File: src/rtl/s3ga_cfg_tx_pkg.sv
// Shared types, width macros and helpers for the S3GA configuration transmitter.
`ifndef S3GA_CFG_TX_MACROS
`define S3GA_CFG_TX_MACROS
`define CNT(n) (((n) > 1) ? $clog2(n) : 1)
`define V(n) [(n)-1:0]
`endif

package s3ga_cfg_tx_pkg;

  typedef enum logic [2:0] {
    S_IDLE  = 3'd0,
    S_RESET = 3'd1,
    S_LOAD  = 3'd2,
    S_WAIT  = 3'd3,
    S_DONE  = 3'd4,
    S_ERR   = 3'd5
  } state_e;

  // Number of CFG_W beats carried by one host word.
  function automatic int beats(input int host_w, input int cfg_w);
    return host_w / cfg_w;
  endfunction

endpackage

File: src/rtl/s3ga_cfg_tx_if.sv
// Host-side bitstream interface: start/len command plus valid/ready word stream.
interface s3ga_cfg_tx_if #(
  parameter int LEN_W  = 16,
  parameter int HOST_W = 30
) ();

  logic              start;
  logic [LEN_W-1:0]  len;
  logic [HOST_W-1:0] host_data;
  logic              host_valid;
  logic              host_ready;

  modport master (output start, len, host_data, host_valid, input host_ready);
  modport slave  (input start, len, host_data, host_valid, output host_ready);

endinterface

File: src/rtl/s3ga_cfg_ser.sv
// Parallel-in/serial-out gearbox: one HOST_W word in, HOST_W/CFG_W beats out, LSB beat first.
module s3ga_cfg_ser
  import s3ga_cfg_tx_pkg::*;
#(
  parameter int HOST_W = 30,
  parameter int CFG_W  = 5
) (
  input  logic           clk,
  input  logic           rst_n,
  input  logic           clr_i,
  input  logic `V(HOST_W) in_data_i,
  input  logic           in_valid_i,
  output logic           in_ready_o,
  output logic           out_valid_o,
  output logic `V(CFG_W)  out_data_o,
  output logic           empty_o
);

  localparam int BEATS = beats(HOST_W, CFG_W);
  localparam int REM_W = `CNT(BEATS);

  logic `V(HOST_W)   sr_q;
  logic [REM_W-1:0]  rem_q;
  logic              vld_q;
  logic `V(CFG_W)    dout_q;
  logic              load_s;

  // Empty once the final beat of a word is on the output, so the next word can follow without a bubble.
  assign empty_o     = (rem_q == '0);
  assign in_ready_o  = empty_o;
  assign load_s      = in_valid_i & in_ready_o;
  assign out_valid_o = vld_q;
  assign out_data_o  = dout_q;

  // Beat shifter; the beat register holds its last value while idle.
  always_ff @(posedge clk or negedge rst_n) begin
    if (!rst_n) begin
      sr_q   <= '0;
      rem_q  <= '0;
      vld_q  <= 1'b0;
      dout_q <= '0;
    end else if (clr_i) begin
      sr_q  <= '0;
      rem_q <= '0;
      vld_q <= 1'b0;
    end else if (load_s) begin
      dout_q <= in_data_i[CFG_W-1:0];
      sr_q   <= in_data_i >> CFG_W;
      rem_q  <= REM_W'(BEATS - 1);
      vld_q  <= 1'b1;
    end else if (rem_q != '0) begin
      dout_q <= sr_q[CFG_W-1:0];
      sr_q   <= sr_q >> CFG_W;
      rem_q  <= rem_q - REM_W'(1);
      vld_q  <= 1'b1;
    end else begin
      vld_q <= 1'b0;
    end
  end

endmodule

File: src/rtl/s3ga_cfg_tx.sv
// S3GA configuration transmitter: holds grst, streams host words as cfg beats, waits for cfgd.
module s3ga_cfg_tx
  import s3ga_cfg_tx_pkg::*;
#(
  parameter int M       = 4,
  parameter int CFG_W   = 5,
  parameter int HOST_W  = 30,
  parameter int LEN_W   = 16,
  parameter int RST_CYC = 8,
  parameter int TIMEOUT = 1024
) (
  input  logic                 clk,
  input  logic                 rst_n,
  s3ga_cfg_tx_if.slave         host,
  output logic                 grst,
  output logic [`CNT(M)-1:0]   m,
  output logic                 cfg,
  output logic `V(CFG_W)        cfg_o,
  input  logic                 cfgd,
  output logic                 busy,
  output logic                 done,
  output logic                 err
);

  localparam int MW = `CNT(M);
  localparam int RW = `CNT(RST_CYC);
  localparam int TW = `CNT(TIMEOUT);

  state_e            state_q;
  logic [LEN_W-1:0]  words_q;
  logic [RW-1:0]     rst_cnt_q;
  logic [TW-1:0]     tmr_q;
  logic [MW-1:0]     m_q;
  logic              grst_q;
  logic              busy_q;
  logic              done_q;
  logic              err_q;

  logic              load_en_s;
  logic              ser_ready_s;
  logic              ser_empty_s;
  logic              clr_s;
  logic              acc_s;

  // Words are only requested while some remain; an early cfgd flushes the gearbox at once.
  assign load_en_s       = (state_q == S_LOAD) && (words_q != '0);
  assign host.host_ready = load_en_s & ser_ready_s;
  assign acc_s           = host.host_valid & host.host_ready;
  assign clr_s           = (state_q != S_LOAD) | cfgd;

  s3ga_cfg_ser #(
    .HOST_W (HOST_W),
    .CFG_W  (CFG_W)
  ) u_ser (
    .clk         (clk),
    .rst_n       (rst_n),
    .clr_i       (clr_s),
    .in_data_i   (host.host_data),
    .in_valid_i  (host.host_valid & load_en_s),
    .in_ready_o  (ser_ready_s),
    .out_valid_o (cfg),
    .out_data_o  (cfg_o),
    .empty_o     (ser_empty_s)
  );

  assign grst = grst_q;
  assign m    = m_q;
  assign busy = busy_q;
  assign done = done_q;
  assign err  = err_q;

  // Sequencer, context counter and registered status outputs.
  always_ff @(posedge clk or negedge rst_n) begin
    if (!rst_n) begin
      state_q   <= S_IDLE;
      words_q   <= '0;
      rst_cnt_q <= '0;
      tmr_q     <= '0;
      m_q       <= '0;
      grst_q    <= 1'b0;
      busy_q    <= 1'b0;
      done_q    <= 1'b0;
      err_q     <= 1'b0;
    end else begin
      m_q    <= (m_q == MW'(M - 1)) ? '0 : m_q + MW'(1);
      done_q <= 1'b0;
      case (state_q)
        S_IDLE: begin
          if (host.start) begin
            words_q   <= host.len;
            err_q     <= 1'b0;
            rst_cnt_q <= '0;
            m_q       <= '0;
            grst_q    <= 1'b1;
            busy_q    <= 1'b1;
            state_q   <= S_RESET;
          end
        end
        S_RESET: begin
          if (rst_cnt_q == RW'(RST_CYC - 1)) begin
            tmr_q   <= '0;
            state_q <= (words_q == '0) ? S_WAIT : S_LOAD;
          end else begin
            rst_cnt_q <= rst_cnt_q + RW'(1);
          end
        end
        S_LOAD: begin
          if (acc_s) begin
            words_q <= words_q - LEN_W'(1);
          end
          if (cfgd) begin
            grst_q  <= 1'b0;
            err_q   <= 1'b1;
            state_q <= S_ERR;
          end else if ((words_q == '0) && ser_empty_s) begin
            tmr_q   <= '0;
            state_q <= S_WAIT;
          end
        end
        S_WAIT: begin
          if (cfgd) begin
            grst_q  <= 1'b0;
            done_q  <= 1'b1;
            state_q <= S_DONE;
          end else if (tmr_q == TW'(TIMEOUT - 1)) begin
            grst_q  <= 1'b0;
            err_q   <= 1'b1;
            state_q <= S_ERR;
          end else begin
            tmr_q <= tmr_q + TW'(1);
          end
        end
        S_DONE, S_ERR: begin
          busy_q  <= 1'b0;
          state_q <= S_IDLE;
        end
        default: begin
          grst_q  <= 1'b0;
          busy_q  <= 1'b0;
          state_q <= S_IDLE;
        end
      endcase
    end
  end

endmodule

File: src/flat_wrapper.sv
// flat-port wrapper written by rule: the top's interface ports become plain ports
module s3ga_cfg_tx_flat import s3ga_cfg_tx_pkg::*;
#(
  parameter int M       = 4,
  parameter int CFG_W   = 5,
  parameter int HOST_W  = 30,
  parameter int LEN_W   = 16,
  parameter int RST_CYC = 8,
  parameter int TIMEOUT = 1024
)
  (clk, rst_n, grst, m, cfg, cfg_o, cfgd, busy, done, err, host_start, host_len, host_host_data, host_host_valid, host_host_ready);
  s3ga_cfg_tx_if #(.LEN_W(LEN_W), .HOST_W(HOST_W)) host_i ();
  input  logic clk;
  input  logic rst_n;
  output logic grst;
  output logic [`CNT(M)-1:0] m;
  output logic cfg;
  output logic `V(CFG_W) cfg_o;
  input  logic cfgd;
  output logic busy;
  output logic done;
  output logic err;
  input wire logic [$bits(host_i.start)-1:0] host_start;
  input wire logic [$bits(host_i.len)-1:0] host_len;
  input wire logic [$bits(host_i.host_data)-1:0] host_host_data;
  input wire logic [$bits(host_i.host_valid)-1:0] host_host_valid;
  output wire logic [$bits(host_i.host_ready)-1:0] host_host_ready;
  assign host_i.start = host_start;
  assign host_i.len = host_len;
  assign host_i.host_data = host_host_data;
  assign host_i.host_valid = host_host_valid;
  assign host_host_ready = host_i.host_ready;
  s3ga_cfg_tx #(.M(M), .CFG_W(CFG_W), .HOST_W(HOST_W), .LEN_W(LEN_W), .RST_CYC(RST_CYC), .TIMEOUT(TIMEOUT)) u_core (.clk(clk), .rst_n(rst_n), .host(host_i), .grst(grst), .m(m), .cfg(cfg), .cfg_o(cfg_o), .cfgd(cfgd), .busy(busy), .done(done), .err(err));
endmodule
File: config.mk
export PLATFORM = sky130hd
export DESIGN_NAME = s3ga_cfg_tx_flat
export DESIGN_NICKNAME = d
export VERILOG_FILES = /design/src/rtl/s3ga_cfg_tx_pkg.sv /design/src/rtl/s3ga_cfg_tx_if.sv /design/src/rtl/s3ga_cfg_ser.sv /design/src/rtl/s3ga_cfg_tx.sv /design/src/flat_wrapper.sv
export SDC_FILE = /design/constraint.sdc
export NUM_CORES = 1
export LEC_CHECK = 0
export CAP_MARGIN = 20
export CORE_MARGIN = 1.5
export CORE_UTILIZATION = 54
export DETAILED_ROUTE_END_ITERATION = 16
export PLACE_DENSITY = 0.88
export SYNTH_ARGS = -nofsm -noshare
export SYNTH_HDL_FRONTEND = slang
export SYNTH_SLANG_ARGS = --single-unit
File: constraint.sdc
create_clock -name clk -period 2.1 [get_ports clk]
set_input_delay 0.63 -clock clk [delete_from_list [all_inputs] [get_ports clk]]
set_output_delay 0.63 -clock clk [all_outputs]
set_load 0.01 [all_outputs]
# Yosys cells after proc, flatten, opt, wreduce, memory -nomap -nowiden

Cells that the tools add are included.

Shift-type cells: 0
Divide/modulo/power cells: 0
Multiply operators: 0
Multiplexer cells: 47
$add $sub $neg: 5
Order comparisons: 0
Equality and inequality tests: 21
Reduce and logical (&&, ||, !) cells: 23
Bitwise logic cells: 8

Operators with widths:

| kind                                                | number |
|---|---|
| 2-to-1 mux 30 bit                                   | 3 |
| 2-to-1 mux 10 bit                                   | 5 |
| 2-to-1 mux 3 bit                                    | 11 |
| 2-to-1 mux 16 bit                                   | 2 |
| case mux 16 bit (2 select lines)                    | 1 |
| case mux 10 bit (3 select lines)                    | 1 |
| logical NOT 16 bit                                  | 1 |
| nonzero test 16 bit                                 | 1 |
| subtractor 16 x 1 -> 16 bit (second input constant) | 1 |
| 2-to-1 mux 1 bit                                    | 14 |
| != test 2 bit (second input constant)               | 7 |
| case mux 3 bit (4 select lines)                     | 1 |
| nonzero test 3 bit                                  | 4 |
| adder 10 x 1 -> 10 bit (second input constant)      | 1 |
| == test 10 bit (second input constant)              | 1 |
| 2-to-1 mux 5 bit                                    | 2 |
| == test 3 bit (second input constant)               | 3 |
| AND reduction 4 bit                                 | 2 |
| == test 3 x 2 -> 1 bit (second input constant)      | 2 |
| logical NOT 3 bit                                   | 2 |
| 2-to-1 mux 2 bit                                    | 3 |
| != test 2 x 1 -> 1 bit (second input constant)      | 3 |
| != test 3 x 2 -> 1 bit (second input constant)      | 2 |
| case mux 3 bit (2 select lines)                     | 1 |
| other kinds (19)                                    | 30 |

Flip-flop bits (word level): 77
Bits in read-only memories: 0
Word-level logic and storage cells: 117
Input bits: 51
Bits in latches: 0
Output and inout bits: 13
Memories: 0
Memory bits (writable): 0

# Depth between registers and ports, before layout

Word-level depth: 6
Gate-level depth with buffers: 8
Depth with buffers taken out: 7

# By module

Synthesis repeated with hierarchy kept, for this count alone.

Cell total of the unflattened synthesis: 414
Area total of the unflattened synthesis: 4176.5 µm²

By module, submodules not included:

| module       | sequential area each (µm²) | area an instance (µm²) | times used | cells an instance |
|---|---|---|---|---|
| s3ga_cfg_tx  | 950.9                      | 2407.3                 | 1          | 269 |
| s3ga_cfg_ser | 850.8                      | 1769.2                 | 1          | 145 |

# Worst setup path after synthesis

OpenSTA, ideal clock, no wires.

Path type: register to output
From: register u_core.state_q[0]
To: output port host_host_ready
Setup slack: 0.079 ns
Cell stages (with the launch flop): 5
Path buffers: 2
Arrival time: 1.391 ns
Required time: 1.470 ns
Cells stage by stage: dfrtp_1 buf_2 nor3b_4 clkbuf_1 and3_2

Cells in the longest elaborated chain, start to end: 3

Ends and longest elaborated chain:

| what                     | line               | RTL |
|---|---|---|
| start: declaration       | s3ga_cfg_tx.sv:29  | `state_e state_q;` |
| start signal: assignment | s3ga_cfg_tx.sv:102 | `state_q <= (words_q == '0) ? S_WAIT : S_LOAD;` |
| == test 3 x 2 -> 1 bit   | s3ga_cfg_tx.sv:46  | `assign load_en_s = (state_q == S_LOAD) && (words_q != '0);` |
| logical AND 1 bit        | s3ga_cfg_tx.sv:46  |  |
| AND 1 bit                | s3ga_cfg_tx.sv:47  | `assign host.host_ready = load_en_s & ser_ready_s;` |
| end: declaration         | flat_wrapper.sv:27 | `output wire logic [$bits(host_i.host_ready)-1:0] host_host_ready;` |

Every way passes these cells.

# Worst setup path after layout

From: register u_core.words_q[1]
To: output port host_host_ready

Cells in the longest elaborated chain, start to end: 3

Ends and longest elaborated chain:

| what                     | line               | RTL |
|---|---|---|
| start: declaration       | s3ga_cfg_tx.sv:30  | `logic [LEN_W-1:0] words_q;` |
| start signal: assignment | s3ga_cfg_tx.sv:90  | `words_q <= host.len;` |
| start signal: assignment | s3ga_cfg_tx.sv:109 | `words_q <= words_q - LEN_W'(1);` |
| nonzero test 16 bit      | s3ga_cfg_tx.sv:46  |  |
| logical AND 1 bit        | s3ga_cfg_tx.sv:46  |  |
| AND 1 bit                | s3ga_cfg_tx.sv:47  |  |

Every way passes these cells.

==> metrics.txt <==
Worst Hold Margin 156 ps; via count of the first global-routing pass 3514; vertical die dimension 87.9 um; die area 7720 um^2; kind of end point of the critical path output pin; cells traversed along the worst timing path inv_2 > ha_4 > nor3b_4 > nand4_4 > and3_4 > buf_6; total number of yosys warnings 0; post-synthesis area per instance 9.93 um^2; worst slack, placed -319 ps; final clock skew 5.25 ps; # port buffers 63; cell at the root of the clock tree clkbuf_8; count of hold-fix buffers inserted at cts 0; failing checks setup timing; Final Instance Area 5260 um^2; fraction of registers with async set or reset after synthesis 100%; fraction of synthesized cell area taken by the top area cell type 46.3%; pwr/cell area 925 nW/um^2; Lkg Pwr 2.31 nW; number of max-slew violations in the final report 0; number of buffers and inverters on the critical path 2; total via count in the routed design 3645; sum of routed wire length over all layers 10000 um; maximum fanout along the worst path 2; sequential element share of the synthesized area 46.3%; Synth Register Bits 72; router iterations before antenna repair 5; total of max-cap violations 0; starting DRC count in detailed routing 320; num rows 30; H-tree Lvls 3; Syn Nets 450; top flip-flop cell by instance count after synthesis dfrtp_1; worst slew pin tran 401 ps; cell family with the largest share of critical-path delay simple AND/OR/NAND/NOR gates; maximum clock frequency 0.447 GHz; DP Area 4970 um^2; wire per inst 16.7 um; number of antenna violations at the first check in global routing 0; cell at the slowest stage of the critical path dfrtp_1; WP data required 1470 ps; remaining global-route overflow 0; Distinct cells, synth 62; cell count after synthesis 392; global placement routability congestion 0.862; Starting Density 56.6%; worst path arrival time 1610 ps; via count normalized by instance count 6.08; Final HPWL DP 6880 um; hold violation count in the final report 0; critical path start-end classification register to output pin; aggregate global-route resource usage 26.9%; total clock buffers created by CTS 9; layout cell share with drive strength beyond 1 21.6%; source-to-sink clock delay at the later pin of the worst-skew pair 350 ps; total number of nets in the final design 557; Clock Pin Slew Worst Setup and Hold Paths 80 ps; unrepaired setup endpoints after global routing yes; global-route wire length before repair 16200 um; maximum number of pins on one net before global-route repair 61; cell types with the largest area share after synthesis dfrtp_1 (46%), a221o_1 (5.1%), nor2_1 (3.4%); largest stage delay on the critical path 390 ps; Num Clock Sinks 72; netlist area before placement 3890 um^2; clock tree from TritonCTS yes; count of flip-flops with a built-in enable after synthesis 0; cell type with the highest aggregate area in the netlist dfrtp_1; Longest Clk Path Bufs 2; VDD IR-drop max 0.700 mV; number of I/O pins 64; result of the run complete, but fails checks; critical path startpoint category register; Total Power Consumption 0.00486 W; total setup violations reported at the end of the flow 1; worst hold-check path type input port to async pin; remaining number of nets flagged by the antenna check after routing 0; growth of design area from synthesis to finish 35.0%; post-route minimum period 2240 ps; floorplan core area 6870 um^2; DRC violations left 0; horizontal die dimension 87.9 um; final critical-path setup slack -137 ps; max-slew headroom at the worst pin 73.0%; number of diodes added for antenna fixing 0; period utilization 107%
-- worst paths after layout --
kind	start	cells after the start	slack [ps]	to
max	u_core.words_q[1]$_DFFE_PN0P_	6	-140	host_host_ready
min	rst_n	1	160	u_core.tmr_q[7]$_DFFE_PN0P_
max reg2reg	u_core.words_q[1]$_DFFE_PN0P_	8	110	u_core.tmr_q[3]$_DFFE_PN0P_
min reg2reg	u_core.m[0]$_DFF_PN0_	1	470	u_core.m[0]$_DFF_PN0_
max in group asynchronous	rst_n	2	1320	u_core.m[1]$_DFF_PN0_
min in group clk	u_core.m[0]$_DFF_PN0_	1	470	u_core.m[0]$_DFF_PN0_
-- flip-flops by register name, summed over array words and instances (netlist names), 2 cells and up --
register / cells
u_core.rst_cnt_q: 3
u_core.m: 2
u_core.tmr_q: 10
u_core.u_ser.rem_q: 3
u_core.words_q: 16
u_core.state_q: 3
u_core.u_ser.sr_q: 25
u_core.u_ser.out_data_o: 5
-- layer usage --
layer | global-route usage (%) | part of all wire (%) | vias up
met3 | 4.05 | 5.2 | 23
li1 | - | - | 1703
met1 | 35.0 | 42 | 1770
met2 | 44.8 | 50 | 149
met5 | 0 | 0 | -
met4 | 11.3 | 2.2 | 0
-- Yosys cell counts (9+ instances only) --
| library cell | n |
|---|---|
| a21oi_1 | 21 |
| nand2_1 | 27 |
| nor2_1 | 35 |
| a221o_1 | 20 |
| buf_2 | 9 |
| clkbuf_1 | 13 |
| dfrtp_1 | 72 |
| o21ai_0 | 15 |
| nor3_1 | 19 |
| and3_1 | 20 |
| a31oi_1 | 15 |
| o22a_1 | 12 |
-- cell type report --
class | count | area, um^2
clock buffers | 9 | 124
clock inverters | 7 | 80.1
fillers | 449 | 1610
inverters | 7 | 26.3
multi-input cells | 287 | 1980
flip-flops and latches | 72 | 1800
well taps | 96 | 120
repair buffers | 122 | 1120
-- power breakdown --
part	total (W)	switching (W)	internal [W]
Combinational	0.00184	0.000842	0.000994
Clock	0.00115	0.000584	0.000563
Sequential	0.00188	0.000220	0.00166
-- through the flow --
| step | instances | setup TNS (ps) | util [%] |
|---|---|---|---|
| floorplan | 392 | 0 | - |
| global placement | 580 | -7740 | 72.3 |
| detailed placement | 580 | -9310 | 72.3 |
| CTS | 597 | -144 | 75.7 |
| global route | 600 | -226 | 76.5 |
| finish | 600 | -137 | 76.5 |
-- kinds of logic after synthesis --
group	share of synthesized area [%]
compound gates	24.4
xor+xnor	0.225
fa+ha+maj	2.25
buf+inv	4.24
flops	46.3
mux	0.836
simple gates	21.7
-- worst reg2reg max path, cell delays in order (launching register included) --
cell,delay (ps)
dfrtp_1,390
inv_2,80
ha_4,130
nor3b_4,240
nand4_4,100
buf_4,190
and2_1,280
or2_1,300
a21o_1,180
-- cells in the final DEF, fill, tap and decap left out, types with 2 or more instances in the layout --
master / count
nor4_2: 2
clkinv_4: 2
inv_2: 2
o21ai_0: 15
mux2_2: 2
nand2_1: 27
ha_1: 6
nand4_1: 3
a21oi_1: 21
o31ai_1: 2
nand2b_1: 4
inv_1: 5
dfrtp_1: 72
nor3b_4: 2
nor4_1: 2
and2_1: 3
a221o_1: 20
nor2b_1: 4
nor2_4: 2
a32oi_1: 2
nor3_1: 18
and3_1: 20
o32a_1: 2
clkdlybuf4s50_1: 61
buf_4: 55
a31oi_1: 15
nor4_4: 2
o22a_1: 12
a22oi_1: 8
buf_12: 4
o21ai_1: 8
clkbuf_8: 9
a22o_1: 5
a2bb2oi_1: 6
nand3_1: 3
nor2_1: 35
or2_2: 4
-- timing repair --
action / in CTS / in global routing
gates cloned: 0 / 1
endpoints found under the setup margin: 21 / 29
pin swaps: 1 / 3
hold endpoints to repair: 0 / 0
buffers inserted: 1 / 2
gates resized for setup: 11 / 6
(Power assumes the default switching activity.)
